$ cat config.mk
export PLATFORM = sky130hd
export DESIGN_NAME = ahb_master
export DESIGN_NICKNAME = d
export VERILOG_FILES = /design/src/rtl/ahb_pkg.sv /design/src/rtl/ahb_master.sv
export SDC_FILE = /design/constraint.sdc
export NUM_CORES = 1
export LEC_CHECK = 0
export BUFFER_PORTS_ARGS = -buffer_cell sky130_fd_sc_hd__buf_2
export CAP_MARGIN = 10
export CORE_UTILIZATION = 43
export CTS_CLUSTER_DIAMETER = 200
export DETAILED_ROUTE_END_ITERATION = 8
export PLACE_DENSITY_LB_ADDON = 0.05
export SYNTH_ARGS = -nofsm -noshare
export SYNTH_HDL_FRONTEND = slang
export SYNTH_SLANG_ARGS = --single-unit
$ cat constraint.sdc
create_clock -name i_clk_ahb -period 3.76 [get_ports i_clk_ahb]
set_input_delay 0.376 -clock i_clk_ahb [delete_from_list [all_inputs] [get_ports i_clk_ahb]]
set_output_delay 0.376 -clock i_clk_ahb [all_outputs]
set_load 0.03 [all_outputs]
$ cat src/rtl/ahb_pkg.sv
// ahb_pkg: shared AHB-Lite encodings and the master's error-handling state type.
//   HTRANS_*       transfer type encodings
//   HSIZE_WORD     32-bit transfer size
//   HBURST_SINGLE  single-beat burst encoding
//   HPROT_DEFAULT  non-cacheable, non-bufferable, privileged data access
//   state_t        RUN / ERR1 / ERR2 master state
package ahb_pkg;

  localparam logic [1:0] HTRANS_IDLE   = 2'b00;
  localparam logic [1:0] HTRANS_BUSY   = 2'b01;
  localparam logic [1:0] HTRANS_NONSEQ = 2'b10;
  localparam logic [1:0] HTRANS_SEQ    = 2'b11;

  localparam logic [2:0] HSIZE_WORD    = 3'b010;
  localparam logic [2:0] HBURST_SINGLE = 3'b000;
  localparam logic [3:0] HPROT_DEFAULT = 4'b0011;

  typedef enum logic [1:0] {
    RUN,
    ERR1,
    ERR2
  } state_t;

endpackage

$ cat src/rtl/ahb_master.sv
// ahb_master: single-beat AHB-Lite master with one address-phase slot (A)
// and one data-phase slot (D), giving one transfer per cycle at zero wait.
//   i_clk_ahb, i_rst_ahb          clock, async active-high reset
//   i_valid/i_rd0_wr1/i_addr/i_wr_data, o_ready   request handshake
//   o_done/o_err/o_rd_data        completion pulse, error flag, read data
//   o_h*                          AHB-Lite master outputs (registered)
//   i_hready/i_hresp/i_hrdata     AHB-Lite slave response
module ahb_master
  import ahb_pkg::*;
#(
  parameter int DATA_WIDTH = 32,
  parameter int ADDR_WIDTH = 32
) (
  input  logic                  i_clk_ahb,
  input  logic                  i_rst_ahb,
  input  logic                  i_valid,
  input  logic                  i_rd0_wr1,
  input  logic [ADDR_WIDTH-1:0] i_addr,
  input  logic [DATA_WIDTH-1:0] i_wr_data,
  output logic                  o_ready,
  output logic                  o_done,
  output logic                  o_err,
  output logic [DATA_WIDTH-1:0] o_rd_data,
  output logic [ADDR_WIDTH-1:0] o_haddr,
  output logic                  o_hwrite,
  output logic [1:0]            o_htrans,
  output logic [2:0]            o_hsize,
  output logic [2:0]            o_hburst,
  output logic [3:0]            o_hprot,
  output logic                  o_hmastlock,
  output logic [DATA_WIDTH-1:0] o_hwdata,
  input  logic                  i_hready,
  input  logic                  i_hresp,
  input  logic [DATA_WIDTH-1:0] i_hrdata
);

  state_t                state, state_nxt;
  logic                  a_valid, a_valid_nxt;
  logic [DATA_WIDTH-1:0] a_wdata;
  logic                  d_valid;
  logic                  d_write;
  logic                  accept;
  logic                  a_go;
  logic                  d_go;
  logic                  d_err;

  assign o_hsize     = HSIZE_WORD;
  assign o_hburst    = HBURST_SINGLE;
  assign o_hprot     = HPROT_DEFAULT;
  assign o_hmastlock = 1'b0;

  // o_haddr/o_hwrite double as the A-slot address/direction registers.
  assign o_ready = (!a_valid || (i_hready && !i_hresp)) && (state == RUN);
  assign accept  = i_valid && o_ready;
  // A is only on the bus (NONSEQ) while in RUN, so only then can it advance.
  assign a_go    = a_valid && (state == RUN) && i_hready;
  assign d_go    = d_valid && i_hready;
  // Any completion in ERR2, or an HRESP seen with HREADY, ends D in error.
  assign d_err   = i_hresp || (state == ERR2);
  assign a_valid_nxt = (a_valid && !a_go) || accept;

  always_comb begin
    state_nxt = state;
    case (state)
      RUN:     if (d_valid && i_hresp && !i_hready) state_nxt = ERR1;
      ERR1:    state_nxt = ERR2;
      ERR2:    if (i_hready) state_nxt = RUN;
      default: state_nxt = RUN;
    endcase
  end

  always_ff @(posedge i_clk_ahb or posedge i_rst_ahb) begin
    if (i_rst_ahb) begin
      state     <= RUN;
      a_valid   <= 1'b0;
      a_wdata   <= '0;
      d_valid   <= 1'b0;
      d_write   <= 1'b0;
      o_haddr   <= '0;
      o_hwrite  <= 1'b0;
      o_htrans  <= HTRANS_IDLE;
      o_hwdata  <= '0;
      o_done    <= 1'b0;
      o_err     <= 1'b0;
      o_rd_data <= '0;
    end else begin
      state   <= state_nxt;
      a_valid <= a_valid_nxt;
      if (accept) begin
        o_haddr  <= i_addr;
        o_hwrite <= i_rd0_wr1;
        a_wdata  <= i_wr_data;
      end
      if (a_go) begin
        d_write  <= o_hwrite;
        o_hwdata <= a_wdata;
      end
      d_valid <= a_go || (d_valid && !d_go);
      o_done  <= d_go;
      o_err   <= d_go && d_err;
      if (d_go) begin
        o_rd_data <= (d_err || d_write) ? '0 : i_hrdata;
      end
      // Registered HTRANS looks ahead so a retained A re-issues in the first RUN cycle.
      o_htrans <= (a_valid_nxt && (state_nxt == RUN)) ? HTRANS_NONSEQ : HTRANS_IDLE;
    end
  end

endmodule
# After elaboration in Yosys (flattened, before gate mapping)
# Cells that the tools add are included.
# totals
register_bits	138
input_bits	102
output_inout_bits	113
word_cells	43
# classes
n_eq_ne	2
mux	5
n_reduce_logical	24
# op_table
cell	count
$mux W32	1
$logic_and A1 B1 Y1	12
$mux W2	3
$pmux W2 S3	1
$logic_not A1 Y1	5
$logic_or A1 B1 Y1	5
$logic_not A2 Y1	2
$eq A2 B1 Y1 const B	1
$eq A2 B2 Y1 const B	1

# Longest topological paths before layout
# Gate-level depths: netlist of run 1.
# depth
depth_word	8
depth_mapped	5
ltp_nobuf	3

# Worst setup path before layout of run 1
# No wires, ideal clock.
# synth_path
path_kind	register to output
startpoint	register state[0]
endpoint	output port o_ready
arrival_ps	1331
required_time_ps	3384
slack_ps	2053
path_stages_with_launch	3
n_path_buf	0
path_cell_list	dfrtp_1 nor2_1 a21boi_0
# synth_between
elab_chain_len	2
# synth_rtl
element	line_no	text
start, declared	ahb_master.sv:37	state_t state, state_nxt;
start signal, assigned	ahb_master.sv:87	state <= state_nxt;
$logic_not A2 Y1	ahb_master.sv:53	assign o_ready = (!a_valid || (i_hready && !i_hresp)) && (state == RUN);
$logic_and A1 B1 Y1	ahb_master.sv:53	
end, declared	ahb_master.sv:20	output logic o_ready,
# No other way between the ends.

# Worst setup path after layout of run 1
# layout_path
startpoint	register state[0]
endpoint	register o_hwdata[18]
# layout_between
elab_chain_len	3
# layout_rtl
element	line_no	text
$logic_not A2 Y1	ahb_master.sv:56	assign a_go = a_valid && (state == RUN) && i_hready;
$logic_and A1 B1 Y1 (2 in series)	ahb_master.sv:56	
end signal, assigned	ahb_master.sv:96	o_hwdata <= a_wdata;
end, declared	ahb_master.sv:31	output logic [DATA_WIDTH-1:0] o_hwdata,
# No other way between the ends.
# A chain may end at the register's enable or synchronous reset.

==> flow_summary.yaml, run 1 <==
timing:
  period_minus_slack_ps: 2021
  setup_viol: 0
  fmax_ghz: 0.4948
  finalSetupTns_ps: 0
  finalHoldViolations: 0
  fin_crit_sh_pct: 53.75
  worst_slack_ps: 1739
  tightest_slew_ps: 968.0
  fin_skew_ps: 5.938
  drv_slew: 0
  hold_slack_ps: 167.5
  grt_setup_unrepaired: "no"
  relSlewSlack_pct: 35.33
synthesis:
  yosys-top-cells-area: "dfrtp_1, mux2_1, mux2_2"
  post-synth-top-count-cell: "dfrtp_1"
  synth-edff-count: 0
  async_flop_share_pct: 100.0
  mappedNetlistArea_um2: 5189
  syn_avg_cell_area_um2: 16.21
  synth_cells: 320
  synth.distinct_cells: 23
  synth_seq_cells: 137
  synth_flop_cell: "dfrtp_1"
  synth_top_area_cell: "dfrtp_1"
  synth_commonest_cells: "dfrtp_1, mux2_1, mux2_2"
  yosysTopAreaCellShare_pct: 66.07
  ys_warn_count: 0
  seq_area_frac_synth_pct: 66.07
min_path:
  min_path_type: "in2async"
run_status:
  status: "complete, but fails checks"
  violations: "design-rule violations"
die:
  dieArea_um2: 12510
  die_h_um: 111.9
  row_count: 39
  ioPinCount: 215
  die_w_um: 111.9
  core_um2: 11560
  initial_core_util_pct: 44.87
global_route:
  busiest_layer: "met2"
  grt_start_max_net_pins: 67
  grt_pass1_wl_um: 17420
  grt_use_met3_pct: 7.621
  grt_use_total_pct: 18.41
  grt.met2_usage_pct: 28.82
  overflow: 0
  grt_pass1_vias: 3477
  antenna_found_initial: 0
  grt_use_met1_pct: 22.06
detailed_routing:
  drt_iter0_markers: 166
  wl_um: 10500
  wl_per_cell_um: 15.35
  drc: 18
  vias: 3333
  ant_nets: 0
  first_pass_iters: 8
  vias_per_cell: 4.873
cts:
  cts_tree: "built"
  ctsResizeCount: 0
  cts_buffers: 17
  clk_pin_slew_ps: 50
  cts_hold_buf: 0
  clkSinkCount: 137
  clkLatencyLatePin_ps: 410
  post_cts_buffers: 0
  clockBufferDepth: 2
  cts_root_buf: "clkbuf_16"
  htreeDepth: 4
worst_setup_path:
  worst-path-max-fanout: 34
  arrival_ps: 2320
  cp-end-kind: "flip-flop"
  crit_required_ps: 4050
  path_class: "reg2reg"
  critPathLaunchType: "flip-flop"
placed_design:
  detailedPlace.worstSlack_ps: 1700
  dp_hpwl_um: 7265
  io_buffers: 202
  dpl.cell_count: 652
  place_congestion: 0.7029
power:
  swShare_pct: 37.68
  power_density_nw_per_um2: 963.5
  p_switching_uw: 2500
  ir_drop_mv: 0.6640
  clock_power_share_pct: 25.1
  seqPwrFrac_pct: 37.2
  totalPowerFinal_uw: 6636
  p_int_uw: 4136
  pwr-share-comb_pct: 37.7
  leakagePower_uw: 0.003442
cells_and_area:
  nFillCells: 991
  final_cells: 684
  nets: 630
  syn_to_final_growth_pct: 32.75
  drive_gt1_share_pct: 54.16
  diodes: 0
run:
  maxCapViolations: 0
## cells in the final DEF, fill, tap and decap left out, types with 2 or more instances in the layout
cell / netlist / layout
dfrtp_1: 137 / 137
conb_1: 2 / 12
buf_2: 8 / 202
nor2b_1: 2 / 2
bufinv_16: 0 / 3
clkbuf_16: 0 / 17
buf_4: 13 / 5
mux2_2: 48 / 48
mux2_1: 50 / 50
nand2_1: 2 / 2
clkinvlp_4: 0 / 5
a22o_1: 32 / 32
clkinv_2: 0 / 4
clkbuf_8: 0 / 2
a21o_1: 2 / 2
inv_1: 4 / 3
nor2_1: 3 / 3
## power by group through the flow
stage | sequential [µW] | clock (µW) | combinational [µW]
2_1_floorplan | 3430 | 0 | 847
3_3_place_gp | 2460 | 0 | 2500
3_5_place_dp | 2490 | 0 | 2540
4_1_cts | 2470 | 1720 | 2540
5_1_grt | 2570 | 1780 | 2650
6_report | 2470 | 1670 | 2500
## path summary, 6_finish.rpt
kind                            startpoint            to  slack (ps)  cells after the start
worst max-delay path              state[0]  o_hwdata[18]        1740                      3
worst min-delay path             i_rst_ahb  o_rd_data[3]         170                      2
worst max register to register    state[0]  o_hwdata[18]        1740                      3
worst min register to register  o_haddr[7]    o_haddr[7]         480                      1
max in group asynchronous        i_rst_ahb      state[0]        2710                      3
min in group i_clk_ahb           i_rd0_wr1      o_hwrite         170                      2
## metrics by stage
stage | utilization, % | area (µm²)
2_1_floorplan | - | 5230
3_3_place_gp | 54.32 | 6282
3_5_place_dp | 54.32 | 6282
4_1_cts | 59.56 | 6888
5_1_grt | 59.56 | 6888
6_report | 59.56 | 6888
## registers in the layout (all words and copies together), names as in the netlist, 2 cells and up, named ones only
name	count
state	2
o_rd_data	32
a_wdata	32
o_hwdata	32
o_haddr	32
## per-layer routing
| layer | vias up | wire length (µm) |
|---|---|---|
| met5 | - | 0 |
| li1 | 1542 | - |
| met4 | 0 | 197 |
| met1 | 1636 | 4421 |
| met3 | 20 | 869 |
| met2 | 135 | 5010 |
## worst max-delay path, cell delays in order, from the launching register on
cell,delay [ps]
dfrtp_1,430
nor2_1,240
and3_2,800
mux2_2,420
## logic make-up (layout without fill, tap and decap cells)
logic type | Yosys count | count (layout) | synth area share [%]
AND/OR/NAND/NOR | 13 | 13 | 1.712
flip-flops | 137 | 137 | 66.07
buffers and inverters | 33 | 244 | 4.244
multiplexers | 98 | 98 | 21.27
other | 2 | 12 | 0.1447
AO/OA/AOI/OAI | 37 | 37 | 6.559
## cell type report
type                       count  area, µm²  area share, %
clock buffer                  20      456.7          6.630
clock inverter                12      148.9          2.162
tap                          143      178.9          2.598
sequential                   137       3428          49.77
inverter                       4      18.77         0.2725
timing repair buffer         208       1069          15.51
multi-input combinational    160       1588          23.05
(Power assumes the default switching activity.)
==> run 2, diff against run 1 <==
CORE_UTILIZATION = 48   (was 43)
clock period = 2 ns   (was 3.76 ns; I/O delays follow)
==> run 2 against run 1 <==
Net effect: the flow now finishes without violations; setup slack lost 1600 ps; wire length grew 13%; total power grew 89%; non-clock buffer count grew 100; core utilization grew 16 points; sequential power grew 88%; global-route usage grew 3.8 points; first-iteration DRC count shrank 21%; clock skew grew 2.6 ps; via count grew 12%; register-to-register slack lost 1400 ps; critical path type is now in2reg; largest cell class unchanged; largest power group unchanged.
==> flow_summary.yaml, run 2 (synthesis gave the netlist of run 1 again) <==
die:
  initial_core_util_pct: 49.81
  die_w_um: 106.0
  dieArea_um2: 11230
  ioPinCount: 215
  die_h_um: 106.0
  row_count: 37
  core_um2: 10420
detailed_routing:
  wl_per_cell_um: 15.24
  wl_um: 11840
  vias: 3739
  ant_nets: 0
  drt_iter0_markers: 131
  drc: 0
  vias_per_cell: 4.812
  first_pass_iters: 4
cts:
  cts_tree: "built"
  clockBufferDepth: 2
  cts_hold_buf: 99
  clkLatencyLatePin_ps: 510
  ctsResizeCount: 0
  post_cts_buffers: 0
  cts_buffers: 17
  cts_root_buf: "clkbuf_8"
  clkSinkCount: 137
  clk_pin_slew_ps: 60
  htreeDepth: 4
min_path:
  holdPathStages: 2
  hold_start: "i_valid"
  min_path_type: "in2reg"
  whs_endpoint: "a_valid"
power:
  clock_power_share_pct: 23.6
  pwr-share-comb_pct: 39.4
  totalPowerFinal_uw: 12550
  leakagePower_uw: 0.003856
  ir_drop_mv: 0.9107
  swShare_pct: 38.35
  seqPwrFrac_pct: 37.0
  p_int_uw: 7740
  power_density_nw_per_um2: 1595
  p_switching_uw: 4814
timing:
  drv_slew: 0
  fin_skew_ps: 8.550
  finalSetupTns_ps: 0
  relSlewSlack_pct: 52.21
  tightest_slew_ps: 716.9
  fin_crit_sh_pct: 93.01
  grt_setup_unrepaired: "no"
  finalHoldViolations: 0
  setup_viol: 0
  fmax_ghz: 0.5376
  period_minus_slack_ps: 1860
worst_setup_path:
  worst-path-max-fanout: 22
  cp-end-kind: "flip-flop"
  arrival_ps: 2240
  rr_worst_depth: 3
  crit_required_ps: 2380
  path_class: "in2reg"
  worstReg2RegEnd: "a_wdata[0]"
  rrSetupSlack_ps: 310
  critPathLaunchType: "input port"
  reg2reg_from: "a_valid"
cells_and_area:
  nFillCells: 698
  final_cell_mix: "buf_2, dfrtp_1, dlygate4sd3_1"
  diodes: 0
  regArea_um2: 3428
  multiInputGateArea_um2: 1588
  syn_to_final_growth_pct: 51.68
  final_common_cell: "buf_2"
  final_util_pct: 75.56
  drive_gt1_share_pct: 45.87
  nets: 730
run_status:
  status: "complete, no violations"
placed_design:
  io_buffers: 202
  dp_hpwl_um: 7292
  place_congestion: 0.7482
global_route:
  grt_pass1_wl_um: 19040
  grt_use_total_pct: 22.20
  grt_pass1_vias: 3946
  overflow: 0
  antenna_found_initial: 0
  grt_start_max_net_pins: 138
run:
  maxCapViolations: 0
-- run 2: cell count changes in the layout (fill, tap and decap cells not counted), sizes merged --
| cell | before | now |
|---|---|---|
| inv | 3 | 7 |
| buf | 208 | 209 |
| clkbuf | 20 | 19 |
| bufinv | 3 | 2 |
| dlygate4sd3 | 0 | 99 |
| clkinv | 5 | 4 |
| clkinvlp | 5 | 4 |
-- run 2: worst max-delay path by stage --
| stage | startpoint | to |
|---|---|---|
| after global routing | state[0] | o_ready |
| after CTS | state[0] | o_ready |
| final | i_hresp | a_wdata[0] |
| after floorplan | i_rst_ahb | async pin |
| after detailed placement | i_hresp | o_haddr[3] |
| after global placement | i_hresp | a_wdata[4] |
-- run 2: area by class of cell --
| cell class | count | share of cell area, % |
|---|---|---|
| well taps | 136 | 2.162 |
| repair buffers | 308 | 26.58 |
| clock inverters | 13 | 1.797 |
| multi-input cells | 160 | 20.17 |
| clock buffers | 19 | 5.485 |
| inverters | 4 | 0.2385 |
| flip-flops and latches | 137 | 43.56 |
-- run 2: stage by stage --
step / cells / cell area [µm²] / setup WS (ps) / hold slack [ps]
3_5_place_dp: 646 / 6306 / 203.7 / 419.5
2_1_floorplan: 330 / 5230 / 92.87 / 329.9
3_3_place_gp: 646 / 6306 / 239.1 / 415.7
4_1_cts: 777 / 7870 / 159.4 / 4.480
6_report: 777 / 7870 / 139.7 / 30.89
5_1_grt: 777 / 7870 / 64.39 / 22.19
-- run 2: per-layer routing --
| layer | vias to the layer above | part of all wire (%) | track usage [%] |
|---|---|---|---|
| met5 | - | 0 | 0 |
| met4 | 0 | 1.5 | 7.837 |
| met3 | 19 | 6.3 | 6.622 |
| met2 | 144 | 51 | 38.00 |
| met1 | 1838 | 41 | 26.69 |
| li1 | 1738 | - | - |
-- run 2: power groups by stage --
stage               clock network (µW)  registers, µW  logic (µW)
finish                            2960           4650        4950
global route                      3170           4820        5240
CTS                               3040           4650        4980
detailed placement                   0           4680        4820
global placement                     0           4610        4740
floorplan                            0           6450        1590
-- run 2: critical path, stage by stage --
cell	delay [ps]
dlygate4sd3_1	550
buf_2	170
nand2b_4	160
a2111oi_4	420
buf_4	370
mux2_1	360
